$ cat src/rtl/id_ex_stage.sv
// ID/EX pipeline register with operand forwarding from MEM/WB and load-use stall detection.
// Captures decoded fields from ID every cycle. A flush or a load-use stall turns the
// captured entry into a bubble. The ALU operands are resolved combinationally from the
// registered sources.
module id_ex_stage #(
    parameter int unsigned WIDTH   = 32,
    parameter int unsigned RADDR   = 5,
    parameter logic [3:0]  ALU_NOP = 4'b0000
) (
    input  logic             clk,
    input  logic             rst,
    input  logic             id_valid,
    input  logic [RADDR-1:0] id_rs,
    input  logic [RADDR-1:0] id_rt,
    input  logic [RADDR-1:0] id_rd,
    input  logic             id_use_rt,
    input  logic [WIDTH-1:0] id_rs_data,
    input  logic [WIDTH-1:0] id_rt_data,
    input  logic [WIDTH-1:0] id_imm,
    input  logic [4:0]       id_shamt,
    input  logic [3:0]       id_aluop,
    input  logic             id_alusrc,
    input  logic             id_regwrite,
    input  logic             id_memread,
    input  logic             id_memwrite,
    input  logic             flush,
    input  logic             mem_regwrite,
    input  logic [RADDR-1:0] mem_rd,
    input  logic [WIDTH-1:0] mem_result,
    input  logic             wb_regwrite,
    input  logic [RADDR-1:0] wb_rd,
    input  logic [WIDTH-1:0] wb_result,
    output logic             stall,
    output logic             ex_valid,
    output logic [WIDTH-1:0] alu_a,
    output logic [WIDTH-1:0] alu_b,
    output logic [3:0]       alu_op,
    output logic [4:0]       alu_shamt,
    output logic [WIDTH-1:0] ex_store_data,
    output logic [RADDR-1:0] ex_rd,
    output logic             ex_regwrite,
    output logic             ex_memread,
    output logic             ex_memwrite
);

    logic             ex_valid_q, ex_valid_d;
    logic [RADDR-1:0] ex_rs_q, ex_rs_d;
    logic [RADDR-1:0] ex_rt_q, ex_rt_d;
    logic [RADDR-1:0] ex_rd_q, ex_rd_d;
    logic [WIDTH-1:0] ex_rs_data_q, ex_rs_data_d;
    logic [WIDTH-1:0] ex_rt_data_q, ex_rt_data_d;
    logic [WIDTH-1:0] ex_imm_q, ex_imm_d;
    logic [4:0]       ex_shamt_q, ex_shamt_d;
    logic [3:0]       ex_aluop_q, ex_aluop_d;
    logic             ex_alusrc_q, ex_alusrc_d;
    logic             ex_regwrite_q, ex_regwrite_d;
    logic             ex_memread_q, ex_memread_d;
    logic             ex_memwrite_q, ex_memwrite_d;

    logic [WIDTH-1:0] fwd_rs, fwd_rt;

    // Load-use hazard: the load in EX produces its value too late for the instruction in ID.
    always_comb begin
        logic rs_hit, rt_hit;
        rs_hit = (ex_rd_q == id_rs);
        rt_hit = id_use_rt && (ex_rd_q == id_rt);
        stall  = id_valid && ex_valid_q && ex_memread_q && (ex_rd_q != '0) && (rs_hit || rt_hit);
    end

    // Next EX contents: bubble on flush/stall (flush wins, stall stays visible upstream).
    always_comb begin
        ex_valid_d    = ex_valid_q;
        ex_rs_d       = ex_rs_q;
        ex_rt_d       = ex_rt_q;
        ex_rd_d       = ex_rd_q;
        ex_rs_data_d  = ex_rs_data_q;
        ex_rt_data_d  = ex_rt_data_q;
        ex_imm_d      = ex_imm_q;
        ex_shamt_d    = ex_shamt_q;
        ex_aluop_d    = ex_aluop_q;
        ex_alusrc_d   = ex_alusrc_q;
        ex_regwrite_d = ex_regwrite_q;
        ex_memread_d  = ex_memread_q;
        ex_memwrite_d = ex_memwrite_q;
        if (flush || stall) begin
            // Operand fields keep stale values; nothing downstream acts on them without ex_valid.
            ex_valid_d    = 1'b0;
            ex_rd_d       = '0;
            ex_aluop_d    = ALU_NOP;
            ex_regwrite_d = 1'b0;
            ex_memread_d  = 1'b0;
            ex_memwrite_d = 1'b0;
        end else begin
            ex_valid_d    = id_valid;
            ex_rs_d       = id_rs;
            ex_rt_d       = id_rt;
            ex_rd_d       = id_rd;
            ex_rs_data_d  = id_rs_data;
            ex_rt_data_d  = id_rt_data;
            ex_imm_d      = id_imm;
            ex_shamt_d    = id_shamt;
            ex_aluop_d    = id_aluop;
            ex_alusrc_d   = id_alusrc;
            ex_regwrite_d = id_valid && id_regwrite;
            ex_memread_d  = id_valid && id_memread;
            ex_memwrite_d = id_valid && id_memwrite;
        end
    end

    // EX pipeline register with asynchronous clear.
    always_ff @(posedge clk or posedge rst) begin
        if (rst) begin
            ex_valid_q    <= 1'b0;
            ex_rs_q       <= '0;
            ex_rt_q       <= '0;
            ex_rd_q       <= '0;
            ex_rs_data_q  <= '0;
            ex_rt_data_q  <= '0;
            ex_imm_q      <= '0;
            ex_shamt_q    <= '0;
            ex_aluop_q    <= ALU_NOP;
            ex_alusrc_q   <= 1'b0;
            ex_regwrite_q <= 1'b0;
            ex_memread_q  <= 1'b0;
            ex_memwrite_q <= 1'b0;
        end else begin
            ex_valid_q    <= ex_valid_d;
            ex_rs_q       <= ex_rs_d;
            ex_rt_q       <= ex_rt_d;
            ex_rd_q       <= ex_rd_d;
            ex_rs_data_q  <= ex_rs_data_d;
            ex_rt_data_q  <= ex_rt_data_d;
            ex_imm_q      <= ex_imm_d;
            ex_shamt_q    <= ex_shamt_d;
            ex_aluop_q    <= ex_aluop_d;
            ex_alusrc_q   <= ex_alusrc_d;
            ex_regwrite_q <= ex_regwrite_d;
            ex_memread_q  <= ex_memread_d;
            ex_memwrite_q <= ex_memwrite_d;
        end
    end

    // Operand forwarding: MEM is younger than WB so it wins; $0 is never forwarded.
    always_comb begin
        if (mem_regwrite && (mem_rd == ex_rs_q) && (ex_rs_q != '0)) begin
            fwd_rs = mem_result;
        end else if (wb_regwrite && (wb_rd == ex_rs_q) && (ex_rs_q != '0)) begin
            fwd_rs = wb_result;
        end else begin
            fwd_rs = ex_rs_data_q;
        end
        if (mem_regwrite && (mem_rd == ex_rt_q) && (ex_rt_q != '0)) begin
            fwd_rt = mem_result;
        end else if (wb_regwrite && (wb_rd == ex_rt_q) && (ex_rt_q != '0)) begin
            fwd_rt = wb_result;
        end else begin
            fwd_rt = ex_rt_data_q;
        end
    end

    // EX-stage outputs.
    always_comb begin
        ex_valid      = ex_valid_q;
        alu_a         = fwd_rs;
        alu_b         = ex_alusrc_q ? ex_imm_q : fwd_rt;
        alu_op        = ex_aluop_q;
        alu_shamt     = ex_shamt_q;
        ex_store_data = fwd_rt;
        ex_rd         = ex_rd_q;
        ex_regwrite   = ex_regwrite_q;
        ex_memread    = ex_memread_q;
        ex_memwrite   = ex_memwrite_q;
    end

endmodule
$ cat config.mk
export PLATFORM = sky130hd
export DESIGN_NAME = id_ex_stage
export DESIGN_NICKNAME = d
export VERILOG_FILES = /design/src/rtl/id_ex_stage.sv
export SDC_FILE = /design/constraint.sdc
export NUM_CORES = 1
export LEC_CHECK = 0
export BUFFER_PORTS_ARGS = -buffer_cell sky130_fd_sc_hd__buf_2
export CELL_PAD_IN_SITES_DETAIL_PLACEMENT = 0
export CELL_PAD_IN_SITES_GLOBAL_PLACEMENT = 1
export CORE_UTILIZATION = 38
export CTS_CLUSTER_DIAMETER = 150
export CTS_CLUSTER_SIZE = 40
export DETAILED_ROUTE_END_ITERATION = 10
export PLACE_DENSITY = 0.86
export REMOVE_ABC_BUFFERS = 1
export SETUP_SLACK_MARGIN = 0.5
export SYNTH_ARGS = -nofsm -noshare
export SYNTH_HDL_FRONTEND = slang
export SYNTH_SLANG_ARGS = --single-unit
$ cat constraint.sdc
create_clock -name clk -period 13.4 [get_ports clk]
set_clock_uncertainty 0.05 [all_clocks]
set_input_delay 4.02 -clock clk [delete_from_list [all_inputs] [get_ports clk]]
set_output_delay 4.02 -clock clk [all_outputs]
set_load 0.005 [all_outputs]
### Word level (Yosys, flattened, before mapping)

Cells that the tools add are included.

* word-level logic and storage cells: 51
* register bits after elaboration: 125

* reduce and logical (&&, ||, !) cells: 21
* muxes and demuxes: 11
* equal/unequal tests: 6

Operators by type and width (number)
* $mux W32: 5
* $eq A5 B5 Y1: 6
* $logic_and A1 B1 Y1: 16
* $reduce_bool A5 Y1: 3
* $mux W5: 1
* $mux W1: 4
* $mux W4: 1
* $logic_or A1 B1 Y1: 2

### Longest topological paths before layout

Gate-level depths: netlist of the first run.

* depth after elaboration: 6
* gate-level depth with buffers: 8

### Worst setup path after synthesis of the first run

Ideal clock, no wire load.

* path type: input port to output port
* start: in wb_rd[1]
* end: out alu_b[21]
* stages: 6
* data required time: 9.330 ns
* path buffers: 1
* arrival: 5.484 ns
* path slack: 3.846 ns
* cell sequence: xnor2_1 -> nand2_1 -> or3_1 -> clkbuf_1 -> a221oi_1 -> o31ai_1

* word-level cells in the longest chain between the ends: 6

Ends and longest elaborated chain
* start, declared: RTL line 31 `input logic [RADDR-1:0] wb_rd,`
* $eq A5 B5 Y1: RTL line 154 `end else if (wb_regwrite && (wb_rd == ex_rt_q) && (ex_rt_q != '0)) begin`
* $logic_and A1 B1 Y1 (2 in a row): RTL line 154
* $mux W32: RTL line 154
* $mux W32: RTL line 152 `if (mem_regwrite && (mem_rd == ex_rt_q) && (ex_rt_q != '0)) begin`
* $mux W32: RTL line 165 `alu_b = ex_alusrc_q ? ex_imm_q : fwd_rt;`
* end, declared: RTL line 36 `output logic [WIDTH-1:0] alu_b,`

Every way passes these cells.

### Worst setup path after layout of the first run

* start: in wb_regwrite
* end: out alu_b[9]

* word-level cells in the longest chain between the ends: 5

Ends and longest elaborated chain
* start, declared: RTL line 30 `input logic wb_regwrite,`
* $logic_and A1 B1 Y1 (2 in a row): RTL line 154
* $mux W32: RTL line 154
* $mux W32: RTL line 152
* $mux W32: RTL line 165

Every way passes these cells.

==> results of run 1 <==
-- cell families (layout without fill, tap and decap cells) --
family                    count (synthesis)  in the layout  synth area share
AOI/OAI and AO/OA                       101            101           0.09382
and+or+nand+nor                         173            173            0.1251
buffers and inverters                    55            363           0.03500
xor gates and xnor gates                 30             30           0.03731
other                                     0              1                 0
muxes                                   169            169            0.2646
DFF                                     125            125            0.4442
-- stage by stage --
stage	util	hold WS, ns	setup slack [ns]
floorplan	-	0.4253	0.6464
global placement	0.4871	0.4327	2.786
detailed placement	0.4871	0.4426	2.727
CTS	0.5216	0.4550	2.714
global route	0.5218	0.4645	2.507
finish	0.5218	0.4490	2.668
-- worst max-delay path, cell delays in order --
cell      delay [ns]
buf_2           0.07
buf_4           0.34
nand2_1         0.73
or3_1           0.75
a221oi_1        0.42
o31ai_1         0.13
buf_2           0.17
-- Yosys cell counts, types with 2 or more instances --
library cell,count
mux2_2,137
and3_1,32
nand4_1,5
buf_2,20
xor2_1,4
dfrtp_1,125
a221oi_1,7
nor2_1,18
xnor2_1,26
clkbuf_1,30
nand3_1,27
a31oi_1,25
a21oi_1,3
and2_1,13
o21ai_0,32
buf_4,2
nor3_1,26
nand2_1,42
mux2i_1,32
o31ai_1,32
-- worst max-delay path by stage --
stage | startpoint | cells past startpoint | to
2_1_floorplan | mem_rd[4] | 4 | alu_a[0]
3_3_place_gp | wb_regwrite | 7 | alu_b[22]
3_5_place_dp | wb_regwrite | 7 | alu_b[29]
4_1_cts | wb_regwrite | 7 | alu_b[29]
5_1_grt | wb_regwrite | 7 | alu_b[27]
6_report | wb_regwrite | 7 | alu_b[9]
-- final cells by class --
| cell class | count | area, µm² |
|---|---|---|
| well taps | 229 | 286.5 |
| multi-input cells | 473 | 3706 |
| inverters | 1 | 8.758 |
| clock buffers | 19 | 432.9 |
| flip-flops and latches | 125 | 3129 |
| fillers | 1680 | 8650 |
| diodes | 1 | 2.502 |
| clock inverters | 13 | 191.4 |
| repair buffers | 330 | 1679 |
-- registers in the layout (all words and copies together) (netlist names), 4 cells and up --
register / cells
alu_op: 4
alu_shamt: 5
ex_imm_q: 32
ex_rd: 5
ex_rs_data_q: 32
ex_rs_q: 5
ex_rt_data_q: 32
ex_rt_q: 5
-- power by group --
group / leakage [µW] / switching (µW) / total [µW] / internal, µW
Sequential: 0.00148 / 27.2 / 441 / 413
Combinational: 0.00248 / 117 / 242 / 125
Clock: 0.000294 / 183 / 496 / 313
Total: 0.00426 / 327 / 1180 / 851
-- metal layers --
metal	global-route usage	wire length, µm
met1	0.2946	9675
met2	0.4149	11000
met3	0.05715	1440
met4	0.1130	679
met5	0	0
==> results.md, run 1 <==
- The element type at the critical path end is an output pin.
- At the pin with the least slew margin, the transition time is 1.214 ns.
- Once layout is done, the placed cells without fillers occupy 9437 µm².
- The area growth from synthesis to layout is 34.01%.
- TritonCTS built the clock tree.
- The highest ir drop seen on vdd is slightly above 0.08 mV.
- The path class of the tightest hold or removal check is register to register.
- At the end of the flow, the number of nets in the layout was 1153.
- The total overflow left after global routing is 0.
- The power density normalized to cell area is 124.9 nW/µm².
- The total clock buffers created by CTS is 17.
- The congestion estimate from routability-driven global placement came to 0.8314.
- The die is ~140 µm tall.
- The routed design could run at a clock period as short as roughly 11 ns.
- The count of input and output buffers is around 320.
- The count of synthesis-stage warnings from yosys is 0.
- In the routed design, unresolved DRC markers number 44.
- After clock tree synthesis, the clock-pin slew on the worst setup and hold paths is 0.05 ns.
- The final total negative setup slack is 0 ns.
- In this run the deepest clock path goes through 2 buffers.
- The tool flagged a number of max-cap violations equal to 0.
- Dividing the detail-routed via count by the number of cells gives 5.359.
- The number of hold buffers added after CTS was 0.
- Leaving out filler cells and counting taps, the final layout contains 1191.
- The first global-routing pass estimated 36.17 mm of wire.
- Of all cell types, the one taking the most synthesized area is dfrtp_1.
- Counting tap cells, the placed design contains a total of 1158 instances.
- The worst setup path is of the primary input to output pin kind.
- The clock latency on the worst-skew pair is 0.41 ns.
- Once placement finished, the instance area stood at 8810 µm².
- In this run the mean area of a mapped cell was 10.78 µm².
- The final wirelength is 22.79 mm.
- The worst endpoint required time is 9.33 ns.
- The async set or reset register ratio after synthesis is 1.000.
- The area of the die is approximately 19000 µm².
- Entering global routing, the biggest net connects 64 pins.
- The max-slew headroom at the worst pin is 0.1907.
- For the worst flop-to-flop path, the logic depth is 7.
- The total clock sinks is roughly 130.
- The worst setup slack for register-to-register paths is 10.01 ns.
- Yosys attributes the largest share of cell area to dfrtp_1 44%, mux2_2 22%, mux2i_1 4.5%, o31ai_1 3.4%, xnor2_1 3.2%.
- The share of the clock period used by the worst path is 0.8009.
- The area share of the largest cell type after synthesis is 0.4442.
- The hold violation count in the final report was 0.
- The final reports fail on design-rule violations.
- The fraction of layout instances using a drive strength above 1 is 0.5286.
- The worst setup path is launched from a primary input.
- The worst hold path terminates at ex_imm_q[20]$_DFFE_PP0N_.
- The number of distinct library cells after synthesis is 35.
- STA puts the critical path data arrival time at 6.66 ns.
- The number of search-and-repair iterations in the first detailed-routing pass is 8.
- Setup repair after global routing left no endpoint under its margin.
- The startpoint identified for the worst register-to-register timing path is ex_rd[3]$_DFF_PP0_.
- The root buffer cell chosen for the clock tree is clkbuf_16.
- The total power of the final layout is approximately 1200 µW.
- The number of antenna violations at the first check in global routing is 1.
- The worst hold path begins at ex_imm_q[20]$_DFFE_PP0N_.
- For this run, the register share of the synthesized area comes to 0.4442.
- After legalization and detailed placement, the total HPWL measured between 15 and 20 mm.
- The number of setup buffers added after CTS is 0.
- The largest fanout on the critical path is 34.
- The total standard cell area after synthesis is roughly 7000 µm².
- After floorplanning, the core was divided into 49 placement rows.
- Across every metal layer, demand over resource in global routing totals 0.2444.
- The synthesized design contains 0 enable-type register cells.
- In this run the horizontal extent of the chip is 138.1 µm.
- The capture point of the worst reg-to-reg path is ex_rt_data_q[28]$_DFFE_PP0N_.
- Pin placement for this block handled 320 I/O pins.
- For this run, the top clock speed supported by timing is 93.18 MHz.
- The cell count after synthesis is 653.
- The post-cts gate resize count is 0.
- The number of levels in the clock H-tree is 4.
- The detailed router finished its first iteration with 330 violations.
- Among all flip-flop cells after synthesis, the most frequent one is dfrtp_1.
- The final antenna-violating net count is 0.
- For this configuration, the core starts out at a cell density of 0.3893.
- The number of storage elements in the synthesis netlist is 125.
- The number of global-route vias before repair is 6741.
- The flow ran to the end, but the final reports show violations.
- The commonest non-fill, non-tap cell in the layout is buf_2.
- The floorplan step defined a core boundary enclosing 18090 µm².
- The total leakage power is 0.004255 µW.
- The count of final setup violators is 0.
- The total count of max-transition violations in the final report was 0.
- Counting instances, the worst hold path has a depth of 1.
- In the layout the commonest cells are 319 x buf_2, 137 x mux2_2, 124 x dfrtp_1, 42 x nand2_1.
- The average wire per standard cell is ~19 µm.
- The routed layout has 6383 vias.
Power figures use the tool's default switching activity.
==> inputs of run 2 (changes only) <==
ABC_AREA = 1   (was default)
CORE_UTILIZATION = 30   (was 38)
PLACE_DENSITY = 0.77   (was 0.86)
clock period = 9 ns   (was 13.4 ns; I/O delays follow)
==> run 2 against run 1 <==
The run now ends clean. Core utilization is 12 points lower. Sequential share of layout area is 2.2 points lower. Non-clock buffer count is 1 higher. Worst setup slack worse by 1.3 ns. Design area is 7.0% higher. Global-route usage is 1.9 points lower. Count of clock-buffer cells in the layout is 1 higher.
==> results.md, run 2 <==
- The count of input and output buffers came to 319 (unchanged).
- The area share of the largest cell type after synthesis is 0.4028 (was 0.4442).
- Setup repair after global routing missed its margin: false (unchanged).
- The power density normalized to cell area was 167.6 nW/µm² (was 124.9 nW/µm²).
- The clock-pin transition on the worst setup and hold timing paths is 0.06 ns (was 0.05 ns).
- Commonest non-fill, non-tap cells in the layout: 457 x nand2_1, 319 x buf_2, 247 x nand3_1, 124 x dfrtp_1, 64 x nand3b_1 (was 319 x buf_2, 137 x mux2_2, 124 x dfrtp_1, 42 x nand2_1).
- The number of global-route vias before repair is 8378 (was 6741).
- The dominant register cell in the synthesized netlist was dfrtp_1 (unchanged).
- The net count of the finished layout is 1609 (was 1153).
- The share of synthesized area occupied by flip-flops and latches is 0.4028 (was 0.4442).
- Critical-path cell list: buf_2 > inv_1 > nand2_1 > nand2_1 > inv_1 > nand2_1 > nor2_4 > buf_4 > nand2_2 > nand2_1 > nand3_1 > and2_1 > buf_2 (was buf_2 > buf_4 > nand2_1 > or3_1 > a221oi_1 > o31ai_1 > buf_2).
- The final total negative setup slack is 0 ns (unchanged).
- Registers with the highest flip-flop counts: ex_imm_q x32, ex_rs_data_q x32, ex_rt_data_q x32 (unchanged).
- The average wire per standard cell is 16.92 µm (was 19.14 µm).
- The element type at the critical path end is an output pin (unchanged).
- The max-slew headroom at the worst pin is 0.4109 (was 0.1907).
- The number of distinct library cells after synthesis was 28 (was 35).
- The number of rows in the core area came to 58 (was 49).
- The CTS tree is yes (unchanged).
- The largest net degree at the start of global routing is 69 (was 64).
- The half-perimeter wire length after placement is 19.40 mm (was 15.77 mm).
- The mean instance size in the synthesized netlist is 6.867 µm² (was 10.78 µm²).
- The max-capacitance violation count was 0 (unchanged).
- The number of levels in the clock H-tree was 4 (unchanged).
- The fraction of layout instances using a drive strength above 1 came to 0.2731 (was 0.5286).
- The smallest clock period supported by the final layout is computed as 7.593 ns.
- The slew at the pin closest to its max-slew limit is 0.8837 ns (was 1.214 ns).
- Top post-synthesis cells by area: dfrtp_1 40%, nand2_1 22%, nand3_1 16%, nand3b_1 6.2%, inv_1 2.9% (was dfrtp_1 44%, mux2_2 22%, mux2i_1 4.5%, o31ai_1 3.4%, xnor2_1 3.2%).
- The post-detailed-route DRC marker count was 0 (was 44).
- The number of buffers and inverters on the critical path is 5 (was 3).
- The effective utilization at floorplan was 0.3075 (was 0.3893).
- The number of design-rule violations left by the first detailed-router iteration is 547 (was 330).
- The highest ir drop seen on vdd is 0.1038 mV (was 0.08188 mV).
- The largest fanout on the critical path was 33 (was 34).
- The critical path launch point type is a primary input (unchanged).
- The number of search-and-repair iterations in the first detailed-routing pass is 5 (was 8).
- The maximum clock frequency is 131.7 MHz.
- The clock latency on the worst-skew pair is 0.42 ns (was 0.41 ns).
- The core box area was 25250 µm² (was 18090 µm²).
- Outcome: completed (was complete, but fails checks).
- The post-cts gate resize count was 0 (unchanged).
- The total leakage power came to 0.005766 µW (was 0.004255 µW).
- The most used cell along the critical path is nand2_1 (was buf_2).
- The hold violation count in the final report came to 0 (unchanged).
- The number of placed cells counting well taps is 1715 (was 1158).
- The commonest non-fill, non-tap cell in the layout is nand2_1 (was buf_2).
- The library cell used as clock root buffer is clkbuf_16 (unchanged).
- The total via count in the routed design is 8492 (was 6383).
- The synthesis-to-layout area growth is 29.97% (was 34.01%).
- The total count of max-transition violations in the final report is 0 (unchanged).
- The share of the clock period used by the worst path is 0.8437.
- The cell count after synthesis is 1131 (was 653).
- The worst min-delay path class is register to register (unchanged).
- The number of standard cells in the final layout excluding fillers was 1747 (was 1191).
- The overall overflow remaining after global route was 0 (unchanged).
- The number of top-level pins is 320 (unchanged).
- The number of storage elements in the synthesis netlist is 125 (unchanged).
- The number of setup buffers added after CTS is 0 (unchanged).
- The number of antenna violations at the first check in global routing is 1 (unchanged).
- The average via count per standard cell is 4.861 (was 5.359).
- The area of the die came to 26530 µm² (was 19080 µm²).
- The final wirelength is 29.56 mm (was 22.79 mm).
- The total clock sinks is 125 (unchanged).
- The worst endpoint required time is 6.25 ns (was 9.33 ns).
- The total standard cell area after synthesis came to 7766 µm² (was 7042 µm²).
- Post-synth top cells: 460 x nand2_1, 247 x nand3_1, 125 x dfrtp_1 (was 137 x mux2_2, 125 x dfrtp_1, 42 x nand2_1).
- The final antenna-violating net count is 0 (unchanged).
- The die outline height is 162.9 µm (was 138.1 µm).
- The critical path's slowest cell is nand2_2 (was or3_1).
- The buffer depth of the longest clock path is 2 (unchanged).
- The count of synthesis-stage warnings from yosys is 0 (unchanged).
- The total clock buffers created by CTS was 17 (unchanged).
- The x dimension of the die was 162.9 µm (was 138.1 µm).
- The count of flip-flops with a built-in enable after synthesis is 0 (unchanged).
- The global router's overall resource usage was 0.2258 (was 0.2444).
- The count of final setup violators came to 0 (unchanged).
- The maximum cell stage delay along the critical path is 0.55 ns (was 0.75 ns).
- The wire length of the first global-routing pass came to 46.00 mm (was 36.17 mm).
- The count of hold-fix buffers inserted at cts is 0 (unchanged).
- The placer congestion estimate is 0.8330 (was 0.8314).
- The data arrival time at the worst-slack endpoint is 4.84 ns (was 6.66 ns).
- The most area-hungry cell type in the Yosys netlist was dfrtp_1 (unchanged).
- The type of the worst setup path is primary input to output pin (unchanged).
- The most frequently used cell type in the post-synthesis netlist was nand2_1 (was mux2_2).
- The dominant delay contributor by cell family on the critical path is simple AND/OR/NAND/NOR gates (unchanged).
- The number of antenna diodes is 0 (was 1).
- The async set or reset register ratio after synthesis is 1.000 (unchanged).
[run 2: cells by family after synthesis]
kind of cell              synth area share
and+or+nand+nor                     0.4932
buffers and inverters              0.08474
DFF                                 0.4028
xor gates and xnor gates           0.01353
AOI/OAI and AO/OA                 0.005798
[run 2: metal layers]
layer,routed length [µm],global-route usage,vias up
li1,-,-,4165
met1,13010,0.2920,3992
met2,14210,0.3814,305
met3,1963,0.04482,28
met4,371,0.06075,2
met5,8,0,-
[run 2: power by group]
group,total [µW],switching (µW),internal [µW]
Combinational,371,217,154
Sequential,644,34.7,609
Clock,677,281,397
[run 2: metrics by stage]
| step | utilization | hold slack (ns) | power [µW] | worst slack, ns | area, µm² |
|---|---|---|---|---|---|
| 3_5_place_dp | 0.3771 | 0.4041 | 1026 | 1.426 | 9523 |
| 5_1_grt | 0.3997 | 0.4390 | 1783 | 1.225 | 10090 |
| 4_1_cts | 0.3997 | 0.4208 | 1711 | 1.416 | 10090 |
| 2_1_floorplan | - | 0.3917 | 837.3 | 1.262 | 7371 |
| 6_report | 0.3997 | 0.4176 | 1692 | 1.407 | 10090 |
| 3_3_place_gp | 0.3771 | 0.3999 | 1023 | 1.446 | 9523 |
[run 2: path summary, 6_finish.rpt]
kind                                          start                            to  depth (start not counted)  slack, ns
setup / recovery                           wb_rd[1]             ex_store_data[15]                         13       1.41
hold / removal             alu_shamt[4]$_DFFE_PP0N_      alu_shamt[4]$_DFFE_PP0N_                          2       0.42
setup reg to reg                 ex_rd[1]$_DFF_PP0_   ex_rs_data_q[2]$_DFFE_PP0N_                          9       5.89
hold reg to reg            alu_shamt[4]$_DFFE_PP0N_      alu_shamt[4]$_DFFE_PP0N_                          2       0.42
max in group asynchronous                       rst  ex_rs_data_q[13]$_DFFE_PP0N_                          3       5.23
min in group asynchronous                       rst      alu_shamt[4]$_DFFE_PP0N_                          2       2.29
[run 2: tightest hold or removal path: stages (launching register included)]
cell and delay (ns):
dfrtp_1 0.34, nand2_1 0.05, nand2_1 0.05
[run 2: cell type report]
type / instances / area [µm²]
Clock buffer: 20 / 456.7
Clock inverter: 12 / 113.9
Fill cell: 2830 / 15160
Inverter: 70 / 270.3
Multi-Input combinational cell: 859 / 4024
Sequential cell: 125 / 3129
Tap cell: 330 / 412.9
Timing Repair Buffer: 331 / 1687
